--- src/rtl/ita_step_scheduler_if.sv ---
// -----------------------------------------------------------------------------
// ita_sched_pkg / ita_step_scheduler_if
//
// Purpose : Shared types for the ITA step scheduler and the tile command bus
//           that connects the scheduler to the fetch/accumulator datapath.
//
// Types   : layer_e  - layer kind selected by the control register file
//           step_e   - compute step carried on every tile command
//           tile_t   - 32-bit tile count
//
// Interface signals (ita_step_scheduler_if, parameter HeadW = head index width)
//   cmd_valid  scheduler -> datapath   tile command valid
//   cmd_ready  datapath  -> scheduler  command accepted
//   cmd_step   scheduler -> datapath   step of the command
//   cmd_head   scheduler -> datapath   head index (0 outside attention steps)
//   cmd_row    scheduler -> datapath   row tile index
//   cmd_col    scheduler -> datapath   column tile index
//   tile_done  datapath  -> scheduler  one issued tile retired (max 1/cycle)
// Modports: master = scheduler side, slave = datapath side.
// -----------------------------------------------------------------------------
package ita_sched_pkg;

    typedef enum logic [1:0] {
        LayerAttention       = 2'd0,
        LayerFeedforward     = 2'd1,
        LayerLinear          = 2'd2,
        LayerSingleAttention = 2'd3
    } layer_e;

    typedef enum logic [3:0] {
        StepIdle   = 4'd0,
        StepQ      = 4'd1,
        StepK      = 4'd2,
        StepV      = 4'd3,
        StepQK     = 4'd4,
        StepAV     = 4'd5,
        StepOW     = 4'd6,
        StepF1     = 4'd7,
        StepF2     = 4'd8,
        StepMatMul = 4'd9
    } step_e;

    typedef logic [31:0] tile_t;

endpackage

interface ita_step_scheduler_if #(
    parameter int HeadW = 1
) ();
    import ita_sched_pkg::*;

    logic             cmd_valid;
    logic             cmd_ready;
    step_e            cmd_step;
    logic [HeadW-1:0] cmd_head;
    tile_t            cmd_row;
    tile_t            cmd_col;
    logic             tile_done;

    modport master (
        output cmd_valid, cmd_step, cmd_head, cmd_row, cmd_col,
        input  cmd_ready, tile_done
    );

    modport slave (
        input  cmd_valid, cmd_step, cmd_head, cmd_row, cmd_col,
        output cmd_ready, tile_done
    );

endinterface

--- src/rtl/ita_step_scheduler.sv ---
// -----------------------------------------------------------------------------
// ita_step_scheduler
//
// Purpose : After a start pulse, walks the compute steps of one ITA layer and
//           emits one tile command per (step, head, row, col) on the command
//           bus. Tracks issued-but-not-retired tiles, drains between steps and
//           pulses done when the last tile of the layer has retired.
//
// Parameters
//   H         number of attention heads (Q..AV repeat per head, OW once)
//   MaxOutst  maximum issued-but-not-retired tiles
//
// Ports
//   clk_i          clock
//   rst_ni         asynchronous active-low reset
//   start_i        start pulse, sampled only while idle
//   layer_i        layer kind (layer_e)
//   tile_s/e/p/f_i tile geometry, latched when start is accepted
//   cmd_if         command bus (master modport), see ita_step_scheduler_if
//   busy_o         high from accepted start through the done pulse
//   done_o         one-cycle pulse when the layer has fully retired
//   perf_stall_o   (only with ITA_SCHED_PERF_EN) stall cycle counter
//
// Configuration macro: ITA_SCHED_PERF_EN adds perf_stall_o, counting cycles
// spent waiting on ready while issuing plus all drain cycles.
// -----------------------------------------------------------------------------
module ita_step_scheduler
    import ita_sched_pkg::*;
#(
    parameter int H        = 1,
    parameter int MaxOutst = 4
) (
    input  logic                        clk_i,
    input  logic                        rst_ni,
    input  logic                        start_i,
    input  layer_e                      layer_i,
    input  tile_t                       tile_s_i,
    input  tile_t                       tile_e_i,
    input  tile_t                       tile_p_i,
    input  tile_t                       tile_f_i,
    ita_step_scheduler_if.master        cmd_if,
    output logic                        busy_o,
    output logic                        done_o
`ifdef ITA_SCHED_PERF_EN
    ,
    output logic [31:0]                 perf_stall_o
`endif
);

    localparam int HeadW = (H > 1) ? $clog2(H) : 1;
    localparam int OutW  = (MaxOutst + 1 > 1) ? $clog2(MaxOutst + 1) : 1;
    localparam logic [OutW-1:0] MaxOutstC = OutW'(MaxOutst);

    typedef struct packed {
        step_e            step;
        logic [HeadW-1:0] head;
    } cursor_t;

    typedef struct packed {
        tile_t s;
        tile_t e;
        tile_t p;
        tile_t f;
    } tiles_t;

    typedef enum logic [1:0] {StIdle, StIssue, StDrain, StDone} state_e;

    localparam cursor_t CurIdle = '{step: StepIdle, head: '0};

    // Column range of a step; rows always span tile_s.
    function automatic tile_t col_range(step_e st, tiles_t t);
        tile_t r;
        r = '0;
        case (st)
            StepQ, StepK, StepV, StepAV: r = t.p;
            StepQK:                      r = t.s;
            StepOW, StepF2, StepMatMul:  r = t.e;
            StepF1:                      r = t.f;
            default:                     r = '0;
        endcase
        return r;
    endfunction

    function automatic logic is_empty(cursor_t c, tiles_t t);
        return (t.s == '0) || (col_range(c.step, t) == '0);
    endfunction

    // Step that follows c in the layer's sequence, ignoring empty steps.
    // StepIdle as input means "before the first step"; as output, "layer over".
    function automatic cursor_t raw_next(layer_e layer, cursor_t c);
        cursor_t n;
        n = '{step: StepIdle, head: c.head};
        case (c.step)
            StepIdle: begin
                n.head = '0;
                case (layer)
                    LayerFeedforward: n.step = StepF1;
                    LayerLinear:      n.step = StepMatMul;
                    default:          n.step = StepQ;
                endcase
            end
            StepQ:  n.step = StepK;
            StepK:  n.step = StepV;
            StepV:  n.step = StepQK;
            StepQK: n.step = StepAV;
            StepAV: begin
                if (int'(c.head) == H - 1) begin
                    n.head = '0;
                    n.step = (layer == LayerAttention) ? StepOW : StepIdle;
                end else begin
                    n.head = c.head + HeadW'(1);
                    n.step = StepQ;
                end
            end
            StepF1:  n.step = StepF2;
            default: n = CurIdle;
        endcase
        return n;
    endfunction

    // Next non-empty step. With tile_s != 0 the QK step is never empty, so at
    // most four consecutive empty steps (AV, Q, K, V across a head boundary)
    // can occur; four skip iterations cover every layer.
    function automatic cursor_t find_next(layer_e layer, tiles_t t, cursor_t c);
        cursor_t n;
        if (t.s == '0) begin
            n = CurIdle;
        end else begin
            n = raw_next(layer, c);
            for (int i = 0; i < 4; i++) begin
                if (n.step != StepIdle && is_empty(n, t)) begin
                    n = raw_next(layer, n);
                end
            end
        end
        return n;
    endfunction

    state_e          r_state;
    state_e          w_state_nxt;
    layer_e          r_layer;
    tiles_t          r_tiles;
    cursor_t         r_cur;
    tile_t           r_row;
    tile_t           r_col;
    logic [OutW-1:0] r_outst;
    logic [OutW-1:0] w_outst_nxt;

    tiles_t  w_tiles_in;
    cursor_t w_first;
    cursor_t w_next;
    tile_t   w_cols;
    logic    w_valid;
    logic    w_hs;
    logic    w_done_eff;
    logic    w_last_col;
    logic    w_last_row;
    logic    w_done;

    assign w_tiles_in = '{s: tile_s_i, e: tile_e_i, p: tile_p_i, f: tile_f_i};
    assign w_first    = find_next(layer_i, w_tiles_in, CurIdle);
    // An all-empty layer enters DRAIN with an idle cursor; it must end there
    // rather than restart the sequence from the first step.
    assign w_next     = (r_cur.step == StepIdle) ? CurIdle
                                                 : find_next(r_layer, r_tiles, r_cur);

    assign w_cols     = col_range(r_cur.step, r_tiles);
    assign w_last_col = (r_col == w_cols - 32'd1);
    assign w_last_row = (r_row == r_tiles.s - 32'd1);

    assign w_valid    = (r_state == StIssue) && (r_outst < MaxOutstC);
    assign w_hs       = w_valid && cmd_if.cmd_ready;
    // A retire with nothing outstanding is dropped so the counter cannot wrap.
    assign w_done_eff = cmd_if.tile_done && (r_outst != '0);

    always_comb begin
        unique case ({w_hs, w_done_eff})
            2'b10:   w_outst_nxt = r_outst + OutW'(1);
            2'b01:   w_outst_nxt = r_outst - OutW'(1);
            default: w_outst_nxt = r_outst;
        endcase
    end

    // NOTE: state and datapath registers use non-blocking assignments so every
    // flop samples the values from before the edge.
    always_ff @(posedge clk_i or negedge rst_ni) begin
        if (!rst_ni) begin
            r_state <= StIdle;
        end else begin
            r_state <= w_state_nxt;
        end
    end

    always_comb begin
        // NOTE: defaults first so no path through the case leaves a signal
        // unassigned and infers a latch.
        w_state_nxt = r_state;
        w_done      = 1'b0;
        case (r_state)
            StIdle: begin
                if (start_i) begin
                    w_state_nxt = (w_first.step == StepIdle) ? StDrain : StIssue;
                end
            end
            StIssue: begin
                if (w_hs && w_last_col && w_last_row) begin
                    w_state_nxt = StDrain;
                end
            end
            StDrain: begin
                // Leave as soon as the counter will be zero, so the next step
                // issues the cycle after the final retire.
                if (w_outst_nxt == '0) begin
                    w_state_nxt = (w_next.step == StepIdle) ? StDone : StIssue;
                end
            end
            StDone: begin
                w_done      = 1'b1;
                w_state_nxt = StIdle;
            end
            default: w_state_nxt = StIdle;
        endcase
    end

    always_ff @(posedge clk_i or negedge rst_ni) begin
        if (!rst_ni) begin
            r_layer <= LayerAttention;
            r_tiles <= '0;
            r_cur   <= CurIdle;
            r_row   <= '0;
            r_col   <= '0;
            r_outst <= '0;
        end else begin
            r_outst <= w_outst_nxt;
            case (r_state)
                StIdle: begin
                    if (start_i) begin
                        r_layer <= layer_i;
                        r_tiles <= w_tiles_in;
                        r_cur   <= w_first;
                        r_row   <= '0;
                        r_col   <= '0;
                    end
                end
                StIssue: begin
                    if (w_hs) begin
                        if (w_last_col) begin
                            r_col <= '0;
                            r_row <= w_last_row ? '0 : r_row + 32'd1;
                        end else begin
                            r_col <= r_col + 32'd1;
                        end
                    end
                end
                StDrain: begin
                    if (w_outst_nxt == '0) begin
                        r_cur <= w_next;
                    end
                end
                StDone:  r_cur <= CurIdle;
                default: ;
            endcase
        end
    end

`ifdef ITA_SCHED_PERF_EN
    logic [31:0] r_perf;

    always_ff @(posedge clk_i or negedge rst_ni) begin
        if (!rst_ni) begin
            r_perf <= '0;
        end else if (r_state == StIdle && start_i) begin
            r_perf <= '0;
        end else if (((w_valid && !cmd_if.cmd_ready) || r_state == StDrain)
                     && r_perf != '1) begin
            r_perf <= r_perf + 32'd1;
        end
    end

    assign perf_stall_o = r_perf;
`endif

    assign cmd_if.cmd_valid = w_valid;
    assign cmd_if.cmd_step  = r_cur.step;
    assign cmd_if.cmd_head  = r_cur.head;
    assign cmd_if.cmd_row   = r_row;
    assign cmd_if.cmd_col   = r_col;
    assign busy_o           = (r_state != StIdle);
    assign done_o           = w_done;

    a_no_underflow: assert property (@(posedge clk_i) disable iff (!rst_ni)
        cmd_if.tile_done |-> (r_outst != '0));

endmodule
--- src/flat_wrapper.sv ---
// flat-port wrapper written by rule: the top's interface ports become plain ports
module ita_step_scheduler_flat import ita_sched_pkg::*;
#(
    parameter int H        = 1,
    parameter int MaxOutst = 4
)
  (clk_i, rst_ni, start_i, layer_i, tile_s_i, tile_e_i, tile_p_i, tile_f_i, busy_o, done_o, cmd_if_cmd_valid, cmd_if_cmd_step, cmd_if_cmd_head, cmd_if_cmd_row, cmd_if_cmd_col, cmd_if_cmd_ready, cmd_if_tile_done);
  ita_step_scheduler_if cmd_if_i ();
  input  logic clk_i;
  input  logic rst_ni;
  input  logic start_i;
  input  layer_e layer_i;
  input  tile_t tile_s_i;
  input  tile_t tile_e_i;
  input  tile_t tile_p_i;
  input  tile_t tile_f_i;
  output logic busy_o;
  output logic done_o;
  output wire logic [$bits(cmd_if_i.cmd_valid)-1:0] cmd_if_cmd_valid;
  output wire logic [$bits(cmd_if_i.cmd_step)-1:0] cmd_if_cmd_step;
  output wire logic [$bits(cmd_if_i.cmd_head)-1:0] cmd_if_cmd_head;
  output wire logic [$bits(cmd_if_i.cmd_row)-1:0] cmd_if_cmd_row;
  output wire logic [$bits(cmd_if_i.cmd_col)-1:0] cmd_if_cmd_col;
  input wire logic [$bits(cmd_if_i.cmd_ready)-1:0] cmd_if_cmd_ready;
  input wire logic [$bits(cmd_if_i.tile_done)-1:0] cmd_if_tile_done;
  assign cmd_if_cmd_valid = cmd_if_i.cmd_valid;
  assign cmd_if_cmd_step = cmd_if_i.cmd_step;
  assign cmd_if_cmd_head = cmd_if_i.cmd_head;
  assign cmd_if_cmd_row = cmd_if_i.cmd_row;
  assign cmd_if_cmd_col = cmd_if_i.cmd_col;
  assign cmd_if_i.cmd_ready = cmd_if_cmd_ready;
  assign cmd_if_i.tile_done = cmd_if_tile_done;
  ita_step_scheduler #(.H(H), .MaxOutst(MaxOutst)) u_core (.clk_i(clk_i), .rst_ni(rst_ni), .start_i(start_i), .layer_i(layer_i), .tile_s_i(tile_s_i), .tile_e_i(tile_e_i), .tile_p_i(tile_p_i), .tile_f_i(tile_f_i), .cmd_if(cmd_if_i), .busy_o(busy_o), .done_o(done_o));
endmodule
--- config.mk ---
export PLATFORM = sky130hd
export DESIGN_NAME = ita_step_scheduler_flat
export DESIGN_NICKNAME = d
export VERILOG_FILES = /design/src/rtl/ita_step_scheduler_if.sv /design/src/rtl/ita_step_scheduler.sv /design/src/flat_wrapper.sv
export SDC_FILE = /design/constraint.sdc
export NUM_CORES = 1
export LEC_CHECK = 0
export BUFFER_PORTS_ARGS = -buffer_cell sky130_fd_sc_hd__buf_4
export CAP_MARGIN = 20
export CORE_UTILIZATION = 35
export CTS_CLUSTER_SIZE = 10
export DETAILED_ROUTE_END_ITERATION = 7
export SYNTH_ARGS = -nofsm -noshare
export SYNTH_HDL_FRONTEND = slang
export SYNTH_SLANG_ARGS = --single-unit
export TNS_END_PERCENT = 50
--- constraint.sdc ---
create_clock -name clk_i -period 6.62 [get_ports clk_i]
set_input_delay 1.324 -clock clk_i [delete_from_list [all_inputs] [get_ports clk_i]]
set_output_delay 1.324 -clock clk_i [all_outputs]
set_load 0.1 [all_outputs]
# --- Word level (Yosys, flattened, before mapping) ---
# Cells that the tools add are included.
classes:
  addsub: 15
  bitwise_logic: 0
  eq_ne: 97
  mul: 0
  shifts: 0
  magnitude_cmp: 1
  mux: 87
  n_div: 0
  n_reduce_logical: 90
op_table:
  columns: ["cell", "count"]
  rows:
  - ["$pmux 32 s4", 9]
  - ["$mux 32", 14]
  - ["$logic_not 32->1", 10]
  - ["$pmux 4 s7", 9]
  - ["$mux 5", 29]
  - ["$eq 4x3->1 const B", 36]
  - ["$pmux 32 s2", 2]
  - ["$eq 4x2->1 const B", 18]
  - ["$eq 4x4->1 const B", 18]
  - ["$add 32x1->32 const B", 2]
  - ["$eq 32x32->1", 2]
  - ["$sub 32x1->32 const B", 2]
  - ["$reduce_or 5->1", 9]
  - ["$logic_not 4->1", 11]
  - ["$eq 4x1->1 const B", 9]
  - ["$reduce_or 4->1", 9]
  - ["$reduce_bool 4->1", 8]
  - ["$reduce_or 3->1", 9]
  - ["$pmux 1 s2", 9]
  - ["$pmux 4 s2", 2]
  - ["$pmux 5 s3", 1]
  - ["$logic_and 1x1->1", 13]
  - ["$eq 2x2->1 const B", 5]
  - ["$mux 2", 5]
  - ["other kinds (20)", 49]
totals:
  mem_bits_rw: 0
  elab_cells: 301
  mem_count: 0
  ff_bits: 204
  latchBits: 0
  inputBits: 135
  romBits: 0
  output_inout_bits: 72

# --- Logic depth before layout (Yosys ltp) ---
# Gate-level depths: netlist (run 1).
depth:
  depth_word: 46
  depth_mapped: 25

# --- Least setup slack after synthesis (run 1) ---
# Ideal clock, no wire load.
synth_path:
  kind: "register to register"
  from: "register u_core.r_cur, in the netlist u_core.cmd_if.cmd_step[2]"
  to: "register u_core.r_state[1]"
  setup_ns: 0.130
  stages_incl_launch_ff: 23
  setup_slack_ns: 0.815
  t_arrival_ns: 5.675
  t_required_ns: 6.490
  path_cell_list: "dfrtp_1 buf_2 buf_4 buf_2 buf_2 xnor2_1 nand2_1 o2111ai_1 o211ai_1 o21ai_4 and2_4 mux2i_1 a311oi_4 or3_1 and2_4 a2111oi_2 a211oi_4 a32o_1 a221o_1 a211oi_2 mux2_1 o21bai_1 o22ai_1"
synth_via:
  elab_chain_len: 44
  elab_cells_between_ends: 126
synth_lines:
  columns: ["item", "line", "source"]
  rows:
  - ["start: declaration", "ita_step_scheduler.sv:143", "cursor_t r_cur;"]
  - ["start signal: assignment", "ita_step_scheduler.sv:229", "r_cur <= CurIdle;"]
  - ["start signal: assignment", "ita_step_scheduler.sv:240", "r_cur <= w_first;"]
  - ["start signal: assignment", "ita_step_scheduler.sv:257", "r_cur <= w_next;"]
  - ["$eq 4x3->1, or another cell as far along", "ita_step_scheduler.sv:74, ita_step_scheduler.sv:93", null]
  - ["$pmux 4 s7", "ita_step_scheduler.sv:93", "case (c.step)"]
  - ["$mux 4", "ita_step_scheduler.sv:126", "if (t.s == '0) begin"]
  - ["$eq 4x1->1, or another cell as far along", "ita_step_scheduler.sv:74, ita_step_scheduler.sv:93", null]
  - ["$reduce_or 4->1 / $reduce_or 3->1 (equally long branches)", "ita_step_scheduler.sv:74", "case (st)"]
  - ["$pmux 32 s4", "ita_step_scheduler.sv:74", null]
  - ["$mux 32", "ita_step_scheduler.sv:126", null]
  - ["$logic_not 32->1", "ita_step_scheduler.sv:85", "return (t.s == '0) || (col_range(c.step, t) == '0);"]
  - ["[28 not listed]", null, null]
  - ["$logic_and 1x1->1", "ita_step_scheduler.sv:131", "if (n.step != StepIdle && is_empty(n, t)) begin"]
  - ["$mux 5", "ita_step_scheduler.sv:131", null]
  - ["$mux 5", "ita_step_scheduler.sv:126", null]
  - ["$mux 5", "ita_step_scheduler.sv:164", "assign w_next = (r_cur.step == StepIdle) ? CurIdle"]
  - ["$logic_not 4->1", "ita_step_scheduler.sv:214", "w_state_nxt = (w_next.step == StepIdle) ? StDone : StIssue;"]
  - ["$mux 2", "ita_step_scheduler.sv:214", null]
  - ["$mux 2", "ita_step_scheduler.sv:213", "if (w_outst_nxt == '0) begin"]
  - ["$pmux 2 s4", "ita_step_scheduler.sv:199", "case (r_state)"]
  - ["end signal: assignment", "ita_step_scheduler.sv:188", "r_state <= StIdle;"]
  - ["end signal: assignment", "ita_step_scheduler.sv:190", "r_state <= w_state_nxt;"]
  - ["end: declaration", "ita_step_scheduler.sv:139", "state_e r_state;"]
# Parallel ways exist; a longest one is shown, timed or not. The select of a mux whose other input is x is not followed.
# A chain may end at the register's enable or synchronous reset.

# --- Worst setup path after layout (run 1) ---
layout_path:
  from: "register u_core.r_cur, in the netlist u_core.cmd_if.cmd_step[2]"
  to: "register u_core.r_cur, in the netlist u_core.cmd_if.cmd_step[1]"
layout_via:
  elab_chain_len: 42
  elab_cells_between_ends: 112
layout_lines:
  columns: ["item", "line", "source"]
  rows:
  - ["$eq 4x3->1, or another cell as far along", "ita_step_scheduler.sv:93", null]
  - ["$pmux 4 s7", "ita_step_scheduler.sv:93", null]
  - ["$mux 4", "ita_step_scheduler.sv:126", null]
  - ["$eq 4x1->1, or another cell as far along", "ita_step_scheduler.sv:74, ita_step_scheduler.sv:93", null]
  - ["$reduce_or 4->1 / $reduce_or 3->1 (equally long branches)", "ita_step_scheduler.sv:74", null]
  - ["$pmux 32 s4", "ita_step_scheduler.sv:74", null]
  - ["$mux 32", "ita_step_scheduler.sv:126", null]
  - ["$logic_not 32->1", "ita_step_scheduler.sv:85", null]
  - ["[26 not listed]", null, null]
  - ["$logic_not 32->1", "ita_step_scheduler.sv:85", null]
  - ["$logic_or 1x1->1", "ita_step_scheduler.sv:85", null]
  - ["$logic_and 1x1->1", "ita_step_scheduler.sv:131", null]
  - ["$mux 5", "ita_step_scheduler.sv:131", null]
  - ["$mux 5", "ita_step_scheduler.sv:126", null]
  - ["$mux 5 (*)", "ita_step_scheduler.sv:164", null]
  - ["$mux 5 (*)", "ita_step_scheduler.sv:256", "if (w_outst_nxt == '0) begin"]
  - ["$pmux 5 s3 (*)", "ita_step_scheduler.sv:235", "case (r_state)"]
# Mark *: on every way between the ends. The rest lies on a longest branch, timed or not. The select of a mux whose other input is x is not followed.

==> flow_results.org, run 1 <==
** Clock tree
- The clock net in this run drives a total of 204 sinks.
- Maximum clock insertion buffer count :: 3
- Root Buffer Master :: clkbuf_16
- Post-CTS Hold Buffers :: 0
- Number of gates resized after cts :: 0
- Once the clock tree was built, the setup fixing pass inserted 0 buffers.
- The later pin in the worst-skew pair is clocked with a latency of 0.55 ns.
- CTS tree :: done
- Clock-pin slew of the registers on the worst-case setup and hold paths :: 0.06 ns
- CTS built an H-tree with a depth of 1.
- Clock buffer count from CTS :: 26

** Floorplanning
- Die Height :: 204 um
- Core area :: 40,100 sq um
- Die ar. :: 41,800 sq um
- The floorplan step set the die width to 204 um.
- Cell Rows :: 73
- IO Pins :: 207
- Initial Util :: 35.8%

** Place
- Counting tap cells, the placed design contains a total of 2,519 instances.
- Cell area after placement :: 16,500 sq um
- Post-DP HPWL :: 42,900 um
- Routability-driven placement congestion ratio :: 0.974
- Worst slack after detailed placement :: 0.509 ns
- During placement, the flow inserted port buffers numbering 206.

** Worst setup path
- Category of the worst setup path launch point :: flop
- For the worst setup path, the data arrival time is 6.64 ns.
- Crit-path most repeated cell :: o21ai_4
- Following the worst setup path forward leads to its endpoint at u_core.cmd_if.cmd_step[1].
- The worst setup path is captured at a flop.
- Reg2reg start :: u_core.cmd_if.cmd_step[2]
- Endpoint of the worst register-to-register path :: u_core.cmd_if.cmd_step[1]
- STA puts the critical path data required time at 7.04 ns.
- Critical path class :: flop to flop
- Among all stages on the critical path, the largest delay is contributed by nor2b_1.
- Counting cells, the worst reg-to-reg path comes to 17.
- Crit path from :: u_core.cmd_if.cmd_step[2]
- Internal reg-to-reg setup slack :: 0.40 ns
- In this run the worst path has a maximum fanout of 12.
- Cells along the critical path :: nor2b_1 > a22oi_1 > nand4_1 > o211ai_1 > o21ai_4 > nand2_2 > or4_1 > a41oi_2 > o21ai_4 > a31o_1 > a211oi_4 > mux2i_1 > a221o_1 > a211oi_2 > a311oi_1 > a211oi_1 > a21oi_1
- Delay contributed by the slowest stage of the critical path :: 0.90 ns

** Yosys
- Number of synthesized flops with an enable pin :: 0
- The average instance in the mapped netlist occupies 7.76 sq um.
- By area, the combinational part of the netlist is dominated by simple AND/OR/NAND/NOR gates.
- The synthesized netlist devotes 18.1% of its cell area to compound gates.
- Synthesized cell area :: 14,300 sq um
- During synthesis, Yosys emitted a total of 0 warnings.
- Number of unique standard cell types used by synthesis :: 87
- Syn Nets :: 1,995
- Counting every instance in the synthesized netlist gives 1,849.
- Of the total synthesized cell area, the portion taken by XOR and XNOR cells is 8.06%.
- Fraction of synthesis flops using an asynchronous set or reset pin :: 100%
- Share of synthesized cell area in full adder, half adder and majority cells :: 1.01%
- After synthesis, the share of cell area in mux cells is 1.45%.
- For this run, the register share of the synthesized area comes to 35.6%.
- Simple-Gate Fraction of Synth Area :: 31.8%
- The most used flip-flop cell after synthesis is dfrtp_1.
- Counting flops and latches in the post-synthesis netlist gives 204.

** Routing
- Once detail routing completed, the nets flagged for antenna violations numbered 0.
- The first detailed-routing pass took 6 iterations.
- Violation count after the first detailed-routing iteration :: 1,351
- Residual DRC count :: 0
- Routed wire length :: 55,500 um
- The routed layout has 14,700 vias.
- In the final routed layout, each cell accounts on average for 21.7 um.
- Detail-routed via count per cell :: 5.76

** Cells and area
- Of the cells placed in the final design, the portion with a size suffix greater than 1 is 16.4%.
- Registers take 5110 sq um.
- Fillers :: 4,021
- P&R area growth vs syn :: 20.7%
- The final layout contains 2,168 nets.
- The multi-input combinational cells in the finished layout cover a total of 8680 sq um.
- Leaving out filler cells and counting taps, the final layout contains 2,559.
- Final design area excluding fillers :: 17,300 sq um

** Pwr
- Max IR drop VDD :: 0.000460 V
- Total power after layout :: 10.2 mW
- Summed over all cells, the static leakage comes to 7.75 nW.
- For this design the ratio of total power to cell area is 589 nW/um^2.

** STA
- Count of pins over their slew limit :: 0
- For the finished layout, the period the worst path requires is 6.22 ns.
- In the post-route analysis, the smallest setup slack over all paths is 0.398 ns.
- For the pin with the worst max-slew slack, the measured transition is 1.10 ns.
- Setup violations remaining at the end of the flow were counted as 0.
- Sum of negative setup slack :: 0 ns
- After layout, the worst path uses 94.0% of the clock period.
- The worst pin sits at a relative slew slack of 26.5%.
- For this run, the top clock speed supported by timing is 161 MHz.
- Hold Violations, Final :: 0
- The clock arrives with 0.0151 ns of skew.
- RSZ-0062 raised after global routing :: false

** Min path
- The min-delay analysis places its worst path in the category flop to flop.
- Counting instances, the worst hold path has a depth of 2.

** Global route
- All-layer global routing usage :: 26.3%
- The number of global-route vias before repair was 13,900.
- First-pass GRT wire length :: 84,700 um
- Entering global routing, the biggest net connects 126 pins.
- Sum of overflow across all layers after global routing :: 0
- Antenna violations before repair :: 2

** Run status
- The run finished with clean final reports.

** Flow run
- Across the run, the number of max-cap violations was 0.
-- cell usage after synthesis (6+ instances only) --
master	number	share of area, %
a221o_1	9	0.63
o211ai_1	14	0.73
a22o_1	17	1.0
a211oi_1	17	0.89
nor3_1	42	1.5
nor4_1	78	3.4
a22oi_1	31	1.6
mux2i_1	14	0.98
and3_1	33	1.4
a211o_1	6	0.37
nor2b_1	24	1.0
clkbuf_1	78	2.0
xnor2_1	84	5.1
and4_1	6	0.37
a31oi_1	17	0.74
buf_2	15	0.52
inv_1	37	0.97
nand3_1	41	1.4
a21oi_1	69	2.4
a21o_1	7	0.37
ha_1	10	0.87
nand2_1	480	13
xor2_1	48	2.9
o21ai_0	99	3.5
nand3b_1	10	0.52
nor2_1	111	2.9
dfrtp_1	204	36
nor3b_1	7	0.37
o31ai_1	6	0.31
nand4_1	46	2.0
or2_2	12	0.52
and3b_1	7	0.43
a221oi_1	9	0.55
nand2b_1	26	1.1
and2_1	17	0.74
-- critical path: cells and delay by family (launching register included) --
| family | cells | cell delay, ns |
|---|---|---|
| and+or+nand+nor | 4 | 1.98 |
| AOI/OAI and AO/OA | 12 | 3.38 |
| muxes | 1 | 0.24 |
| DFF | 1 | 0.48 |
-- area by class of cell --
| cell class | count | area share [%] |
|---|---|---|
| Timing Repair Buffer | 248 | 10.9 |
| Clock buffer | 35 | 4.48 |
| Clock inverter | 3 | 0.376 |
| Tap cell | 525 | 3.79 |
| Sequential cell | 204 | 29.5 |
| Antenna cell | 2 | 0.0289 |
| Inverter | 38 | 0.824 |
| Multi-Input combinational cell | 1504 | 50.1 |
-- metrics by stage --
step                      utilization [%]  hold WS (ns)
final                                43.2         0.507
after global routing                 43.2         0.519
after CTS                            43.2         0.506
after detailed placement             41.1         0.493
after global placement               41.1         0.489
after floorplan                         -         0.460
-- state kept, by name, summed over array words and instances, names as in the netlist --
| signal | cells |
|---|---|
| u_core.cmd_if.cmd_step | 4 |
| u_core.cmd_if.cmd_col | 32 |
| u_core.cmd_if.cmd_row | 32 |
| u_core.r_tiles | 128 |
| u_core.cmd_if.cmd_head | 1 |
| u_core.r_state | 2 |
| u_core.r_outst | 3 |
| u_core.r_layer | 2 |
-- layer usage --
metal  vias up  share of wire (%)  GRT usage, %
met5         -              0.034             0
met4         2                2.5          6.85
met3        79                6.7          3.30
met2       622                 45          41.8
met1      7120                 45          37.5
li1       6907                  -             -
-- report_power, final --
group          internal [mW]  switching, mW
registers               1.66          0.651
clock network          0.879          0.550
logic                   2.44           4.02
-- worst min path at each step --
stage                     slack, ns                  to                from
final                          0.51   u_core.r_tiles[6]   u_core.r_tiles[6]
after global routing           0.52  u_core.r_tiles[23]  u_core.r_tiles[23]
after CTS                      0.51  u_core.r_tiles[23]  u_core.r_tiles[23]
after detailed placement       0.49  u_core.r_tiles[23]  u_core.r_tiles[23]
after global placement         0.49  u_core.r_tiles[13]  u_core.r_tiles[13]
after floorplan                0.46  u_core.r_tiles[50]  u_core.r_tiles[50]
-- cell families (layout without fill, tap and decap cells) --
kind of cell,count (synthesis),after routing
compound gates,375,375
xor+xnor,132,132
fa+ha+maj,11,11
buf+inv,141,324
flops,204,204
mux,20,20
other cells,0,2
simple gates,966,966
-- cell usage in the layout, fill, tap and decap left out, types with 46 or more instances in the layout --
| cell type | count |
|---|---|
| a21oi_1 | 69 |
| buf_4 | 246 |
| dfrtp_1 | 203 |
| nand2_1 | 479 |
| nand4_1 | 46 |
| nor2_1 | 111 |
| nor4_1 | 78 |
| o21ai_0 | 99 |
| xnor2_1 | 84 |
| xor2_1 | 48 |
No activity file was read; power rests on OpenSTA's default activity.
==> run 2, diff against run 1 <==
--- a/config.mk
+++ b/config.mk
@@ -7,10 +7,11 @@
 export LEC_CHECK = 0
 export BUFFER_PORTS_ARGS = -buffer_cell sky130_fd_sc_hd__buf_4
 export CAP_MARGIN = 20
+export CORE_ASPECT_RATIO = 1.4
 export CORE_UTILIZATION = 35
 export CTS_CLUSTER_SIZE = 10
 export DETAILED_ROUTE_END_ITERATION = 7
 export SYNTH_ARGS = -nofsm -noshare
 export SYNTH_HDL_FRONTEND = slang
 export SYNTH_SLANG_ARGS = --single-unit
-export TNS_END_PERCENT = 50
+export TNS_END_PERCENT = 20
==> flow_results.org, run 2 (synthesis results as in run 1) <==
** Run status
- The run finished with clean final reports.

** Clock tree
- Clock tree synthesis inserted a total of 26 buffers.
- The root buffer cell chosen for the clock tree is clkbuf_16.
- For the worst-skew pair, the clock arrives at the later sink with an insertion delay of 0.57 ns.
- Clock-pin slew of the registers on the worst-case setup and hold paths :: 0.06 ns
- Maximum clock insertion buffer count :: 3
- Clk sinks :: 204
- CTS H-tree depth :: 1
- CTS tree :: done
- For this design, the CTS-stage hold fixing added 0 buffers.

** STA
- For the finished layout, the period the worst path requires is 6.23 ns.
- The total count of hold-check failures in the final report was 0.
- At the pin with the least slew margin, the transition time is 0.919 ns.
- Worst Hold Slack :: 0.504 ns
- Endpoints failing setup :: 0
- Sum of negative setup slack :: 0 ns
- Final worst path period share :: 94.2%
- Based on the critical path, the design can be clocked at up to 160 MHz.
- Post-layout worst setup margin :: 0.386 ns
- Remaining max-slew budget at the tightest pin :: 38.7%
- Setup repair after global routing left no endpoint under its margin.
- For the final database, setup skew stands at 0.0314 ns.
- Count of pins over their slew limit :: 0

** Worst setup path
- The setup check on the worst reg-to-reg path leaves a slack of 0.39 ns.
- Data on the critical path arrives at its endpoint at 6.63 ns.
- In this run the worst path has a maximum fanout of 19.
- STA classifies the critical path endpoint as a flop.
- Critical path required time :: 7.02 ns
- Critical path class :: flop to flop
- The worst setup path is launched from a flop.

** Pwr
- PD cells :: 593 nW/um^2
- Max IR drop VDD :: 0.000461 V
- Internal Power :: 5.01 mW
- Leakage power summed over all cells :: 7.75 nW
- Net switching is 51.3% of the power.
- The design draws 10.3 mW.
- Sw Pwr :: 5.28 mW
- The share of total power dissipated in the clock network is 13.2%.
- In this run, flip-flops and latches consume 23.0% of the power.
- Combinational Power Share :: 63.8%

** Cells and area
- Excluding fillers, the count of instances in the completed layout stands at 2,569.
- At the end of the flow, the number of nets in the layout was 2,171.
- Highest-count cells in the layout ignoring fill and taps :: nand2_1, buf_4, dfrtp_1, nor2_1, o21ai_0
- The number of antenna diodes in the final layout is 0.
- Cells fill 42.9% of the core in the end.
- Register name with the most flops :: u_core.r_tiles
- Final design area excluding fillers :: 17,300 sq um
- Share of layout cells above drive strength 1 :: 16.5%
- Commonest non-fill, non-tap cell in the layout :: nand2_1
- P&R area growth vs syn :: 20.8%
- Largest register FFs :: 128

** Routing
- Dividing the detail-routed wire length by the instance count gives 21.9 um.
- Vias :: 14,800
- Routed wire length :: 56,100 um
- Dividing the detail-routed via count by the number of cells gives 5.76.
- Violation count after the first detailed-routing iteration :: 1,218
- Detail Route Antenna Nets :: 0
- First-pass iteration count of the detailed router :: 6
- In the routed design, unresolved DRC markers number 0.

** Flow run
- Across the run, the number of max-cap violations was 0.

** Place
- The congestion estimate from routability-driven global placement came to 1.04.
- In this run the tool buffered the top-level ports with 206 buffer cells.
- Worst slack after detailed placement :: 0.311 ns
- Post-DP HPWL :: 44,100 um
- Placed instance count :: 2,531
- Cell area after placement :: 16,500 sq um

** Global route
- Sum of overflow across all layers after global routing :: 0
- Number of global-route vias before repair :: 14,300
- The first global-routing pass estimated 85,900 um of wire.
- All-layer global routing usage :: 26.4%
- Entering global routing, the biggest net connects 131 pins.
- Antenna violations before repair :: 0

** Floorplanning
- Die boundary width :: 173 um
- The total area inside the core boundary comes to 40,400 sq um.
- Die Height :: 242 um
- IO Pins :: 207
- The floorplan has 87 rows.
- The die covers 41,800 sq um.
- Initial Util :: 35.5%

** Min path
- Path type of the worst min-delay path :: flop to flop
-- run 2: path summary, 6_finish.rpt --
kind                                           start                   endpoint  cells after the start
setup / recovery           u_core.cmd_if.cmd_step[0]  u_core.cmd_if.cmd_step[1]                     19
hold / removal                     u_core.r_tiles[0]          u_core.r_tiles[0]                      2
setup reg to reg           u_core.cmd_if.cmd_step[0]  u_core.cmd_if.cmd_step[1]                     19
hold reg to reg                    u_core.r_tiles[0]          u_core.r_tiles[0]                      2
max in group asynchronous                     rst_ni  u_core.cmd_if.cmd_row[21]                      2
min in group asynchronous                     rst_ni         u_core.r_tiles[57]                      1
-- run 2: power groups by stage --
stage	sequential, mW	combinational (mW)	clock [mW]
2_1_floorplan	2.13	4.72	0
3_3_place_gp	2.35	6.42	0
3_5_place_dp	2.35	6.46	0
4_1_cts	2.34	6.49	1.39
5_1_grt	2.40	7.15	1.43
6_report	2.36	6.56	1.36
-- run 2: per-layer routing --
| metal | vias to the layer above | track usage (%) | share of wire, % |
|---|---|---|---|
| li1 | 6922 | - | - |
| met1 | 7141 | 30.7 | 39 |
| met2 | 591 | 46.2 | 49 |
| met3 | 144 | 3.21 | 5.4 |
| met4 | 0 | 16.1 | 6.6 |
| met5 | - | 0 | 0 |
-- run 2: critical path, cell delays in order (launching register included) --
cell and delay (ns):
dfrtp_1 0.64, and2_1 0.67, a32oi_1 0.30, and2_1 0.31
o22ai_1 0.22, o21ai_4 0.11, buf_4 0.18, nor3_1 0.35
a21oi_2 0.13, a311oi_4 0.33, nor2_2 0.11, a31oi_1 0.57
nand3_1 0.15, a211o_1 0.34, a32o_1 0.28, a221o_1 0.31
a211oi_2 0.30, a311oi_1 0.17, a211oi_1 0.40, a21oi_1 0.17
-- run 2: layout make-up --
class / instances / area (sq um)
clock buffer: 34 / 721
clock inverter: 4 / 73.8
fill: 4041 / 23100
inverter: 38 / 143
multi-input combinational: 1504 / 8690
sequential: 204 / 5110
tap: 534 / 668
timing repair buffer: 251 / 1930
-- run 2: what timing repair did --
action / in CTS / in global routing
setup endpoints to repair: 0 / 1
buffers inserted: 0 / 0
gates resized for setup: 0 / 3
==> run 3, diff against run 2 <==
--- a/config.mk
+++ b/config.mk
@@ -9,6 +9,7 @@
 export CAP_MARGIN = 20
 export CORE_ASPECT_RATIO = 1.4
 export CORE_UTILIZATION = 35
+export CTS_BUF_LIST = sky130_fd_sc_hd__clkbuf_16
 export CTS_CLUSTER_SIZE = 10
 export DETAILED_ROUTE_END_ITERATION = 7
 export SYNTH_ARGS = -nofsm -noshare
==> flow_results.org, run 3 (synthesis results as in run 1) <==
** Floorplanning
- The floorplan has 87 rows.
- The die is 242 um tall.
- Pin placement for this block handled 207 I/O pins.
- The die covers 41,800 sq um.
- The floorplan step defined a core boundary enclosing 40,400 sq um.
- Die boundary width :: 173 um
- Initial Util :: 35.5%

** Cells and area
- The register with the most flip-flops in the layout has 128 of them.
- The register with the most flip-flops in the final layout is u_core.r_tiles.
- Fill cells in the final layout number 4,048.
- Share of layout cells above drive strength 1 :: 16.2%
- The top cell types in the final layout, fill and taps aside, are nand2_1, buf_4, dfrtp_1, nor2_1, o21ai_0.
- P&R area growth vs syn :: 20.5%
- 0 antenna diodes ended up in the layout.
- At the end of the flow the core is filled with cells to 42.8%.
- Commonest non-fill, non-tap cell in the layout :: nand2_1
- Final net count :: 2,171
- Leaving out filler cells and counting taps, the final layout contains 2,569.

** Pwr
- Switching fraction of total power :: 51.6%
- Across the VDD grid, the largest voltage drop is 0.000460 V.
- The analysis attributes to net switching a power of 5.27 mW.
- Sequential fraction of design power :: 23.1%
- Per report_power, the combinational group accounts for 64.1% of the total.
- In this run, the clock network consumes 12.8% of the power.
- For this design the ratio of total power to cell area is 592 nW/um^2.
- Leakage power summed over all cells :: 7.74 nW
- Internal Power :: 4.95 mW

** Clock tree
- TritonCTS created 26 clock buffers.
- The clock net in this run drives a total of 204 sinks.
- Maximum clock insertion buffer count :: 3
- The tree is rooted in a clkbuf_16.
- CTS tree :: done
- Clock-pin slew of the registers on the worst-case setup and hold paths :: 0.07 ns
- The later pin in the worst-skew pair is clocked with a latency of 0.58 ns.
- In this run the number of H-tree levels came out at 1.

** STA
- The number of pins with negative max-slew slack in the final report was 0.
- Setup violations remaining at the end of the flow were counted as 0.
- Measured against its own limit, the worst slew margin works out to 37.8%.
- Between clock sinks in the finished design, the worst skew comes to 0.0299 ns.
- Worst Tran Pin Value :: 0.925 ns
- Sum of negative setup slack :: 0 ns
- Hold Violations, Final :: 0
- Setup repair after global routing left no endpoint under its margin.
- The final critical path takes up 95.0% of the cycle.
- Highest clock frequency the design can meet :: 159 MHz
- Worst Hold Slack :: 0.504 ns
- For the finished layout, the period the worst path requires is 6.29 ns.

** Routing
- First-pass iteration count of the detailed router :: 6
- After detailed routing, the number of remaining DRC violations is 0.
- In the routed layout, each cell is associated on average with a via count of 5.75.
- Violation count after the first detailed-routing iteration :: 1,255
- Dividing the detail-routed wire length by the instance count gives 21.9 um.
- The detail route stage leaves a number of antenna-violating nets equal to 0.
- The detailed router placed 14,800 vias in this run.
- Routed wire length :: 56,200 um

** Global route
- Sum of overflow across all layers after global routing :: 0
- First-pass GRT wire length :: 85,800 um
- The number of antenna violations at the first check in global routing was 0.
- Entering global routing, the biggest net connects 131 pins.
- All-layer global routing usage :: 26.4%
- Number of global-route vias before repair :: 14,300

** Worst setup path
- Crit path DAT :: 6.70 ns
- Category of the worst setup path launch point :: flop
- On the critical path, the stage with the largest delay is an instance of nor4_1.
- Cells along the critical path :: nor4_1 > nand4_1 > nor2_1 > o22ai_1 > o21ai_4 > and2_4 > mux2i_1 > a311oi_4 > nor2_2 > a31oi_1 > nand3_1 > a211o_1 > a32o_1 > a221o_1 > a211oi_2 > a311oi_1 > a211oi_1 > a21oi_1
- Delay contributed by the slowest stage of the critical path :: 0.82 ns
- The critical path is of the flop to flop type.
- STA classifies the critical path endpoint as a flop.
- Number of buffer and inverter instances along the worst setup path :: 0
- Largest fanout of any net on the critical path :: 13
- STA puts the critical path data required time at 7.03 ns.
- Among cell families on the critical path, the largest total delay comes from compound AO/OA/AOI/OAI gates.

** Place
- In this run, placement finished with an instance count of 2,531.
- Routability-driven placement congestion ratio :: 1.04
- Number of input and output port buffers inserted :: 206
- Post-DP HPWL :: 44,100 um

** Min path
- The min-delay analysis places its worst path in the category flop to flop.

** Flow run
- Max_cap viols :: 0

** Run status
- Result of the run :: complete, no violations
## run 3: changes by cell type in the layout (fill, tap and decap cells not counted), sizes merged
cell / previous run / this run
clkbuf: 35 / 27
clkinv: 3 / 7
inv: 38 / 42
## run 3: layout make-up
cell class              count  area (sq um)  area share, %
inverters                  38           143          0.825
clock inverters            12           104          0.601
repair buffers            251          1930           11.2
well taps                 534           668           3.87
flip-flops and latches    204          5110           29.5
multi-input cells        1504          8690           50.3
clock buffers              26           651           3.76
## run 3: power by group through the flow
stage / logic, mW / clock network (mW) / registers, mW
after floorplan: 4.72 / 0 / 2.13
after global placement: 6.42 / 0 / 2.35
after detailed placement: 6.46 / 0 / 2.35
after CTS: 6.49 / 1.34 / 2.34
after global routing: 7.15 / 1.38 / 2.40
final: 6.56 / 1.31 / 2.36
## run 3: routing by layer
layer / GRT usage (%) / up-vias / share of wire (%)
li1: - / 6913 / -
met1: 30.6 / 7180 / 39
met2: 46.2 / 548 / 49
met3: 3.32 / 140 / 5.1
met4: 16.1 / 0 / 6.5
met5: 0 / - / 0
## run 3: path summary, 6_finish.rpt
path,start,endpoint,slack (ns),depth (start not counted)
max,u_core.r_tiles[88],u_core.cmd_if.cmd_step[1],0.33,18
min,u_core.r_tiles[0],u_core.r_tiles[0],0.50,2
max reg2reg,u_core.r_tiles[88],u_core.cmd_if.cmd_step[1],0.33,18
min reg2reg,u_core.r_tiles[0],u_core.r_tiles[0],0.50,2
max in group asynchronous,rst_ni,u_core.cmd_if.cmd_row[21],4.70,2
min in group asynchronous,rst_ni,u_core.r_tiles[57],0.75,1
## run 3: worst reg2reg max path: cells and delay by family, from the launching register on
kind             cells  cell delay [ns]
multiplexers         1             0.20
AND/OR/NAND/NOR      6             2.12
AO/OA/AOI/OAI       11             3.38
flip-flops           1             0.44
## run 3: what timing repair did
action,4_1_cts,5_1_grt
endpoints found under the setup margin,0,1
gates resized for setup,0,2
hold buffers,0,0
hold endpoints to repair,0,0
setup buffers,0,0
## run 3: through the flow
step	setup WS, ns	power [mW]	instance area, sq um
2_1_floorplan	0.815	6.84	14300
3_3_place_gp	0.336	8.77	16500
3_5_place_dp	0.311	8.81	16500
4_1_cts	0.312	10.2	17300
5_1_grt	0.0504	10.9	17300
6_report	0.334	10.2	17300
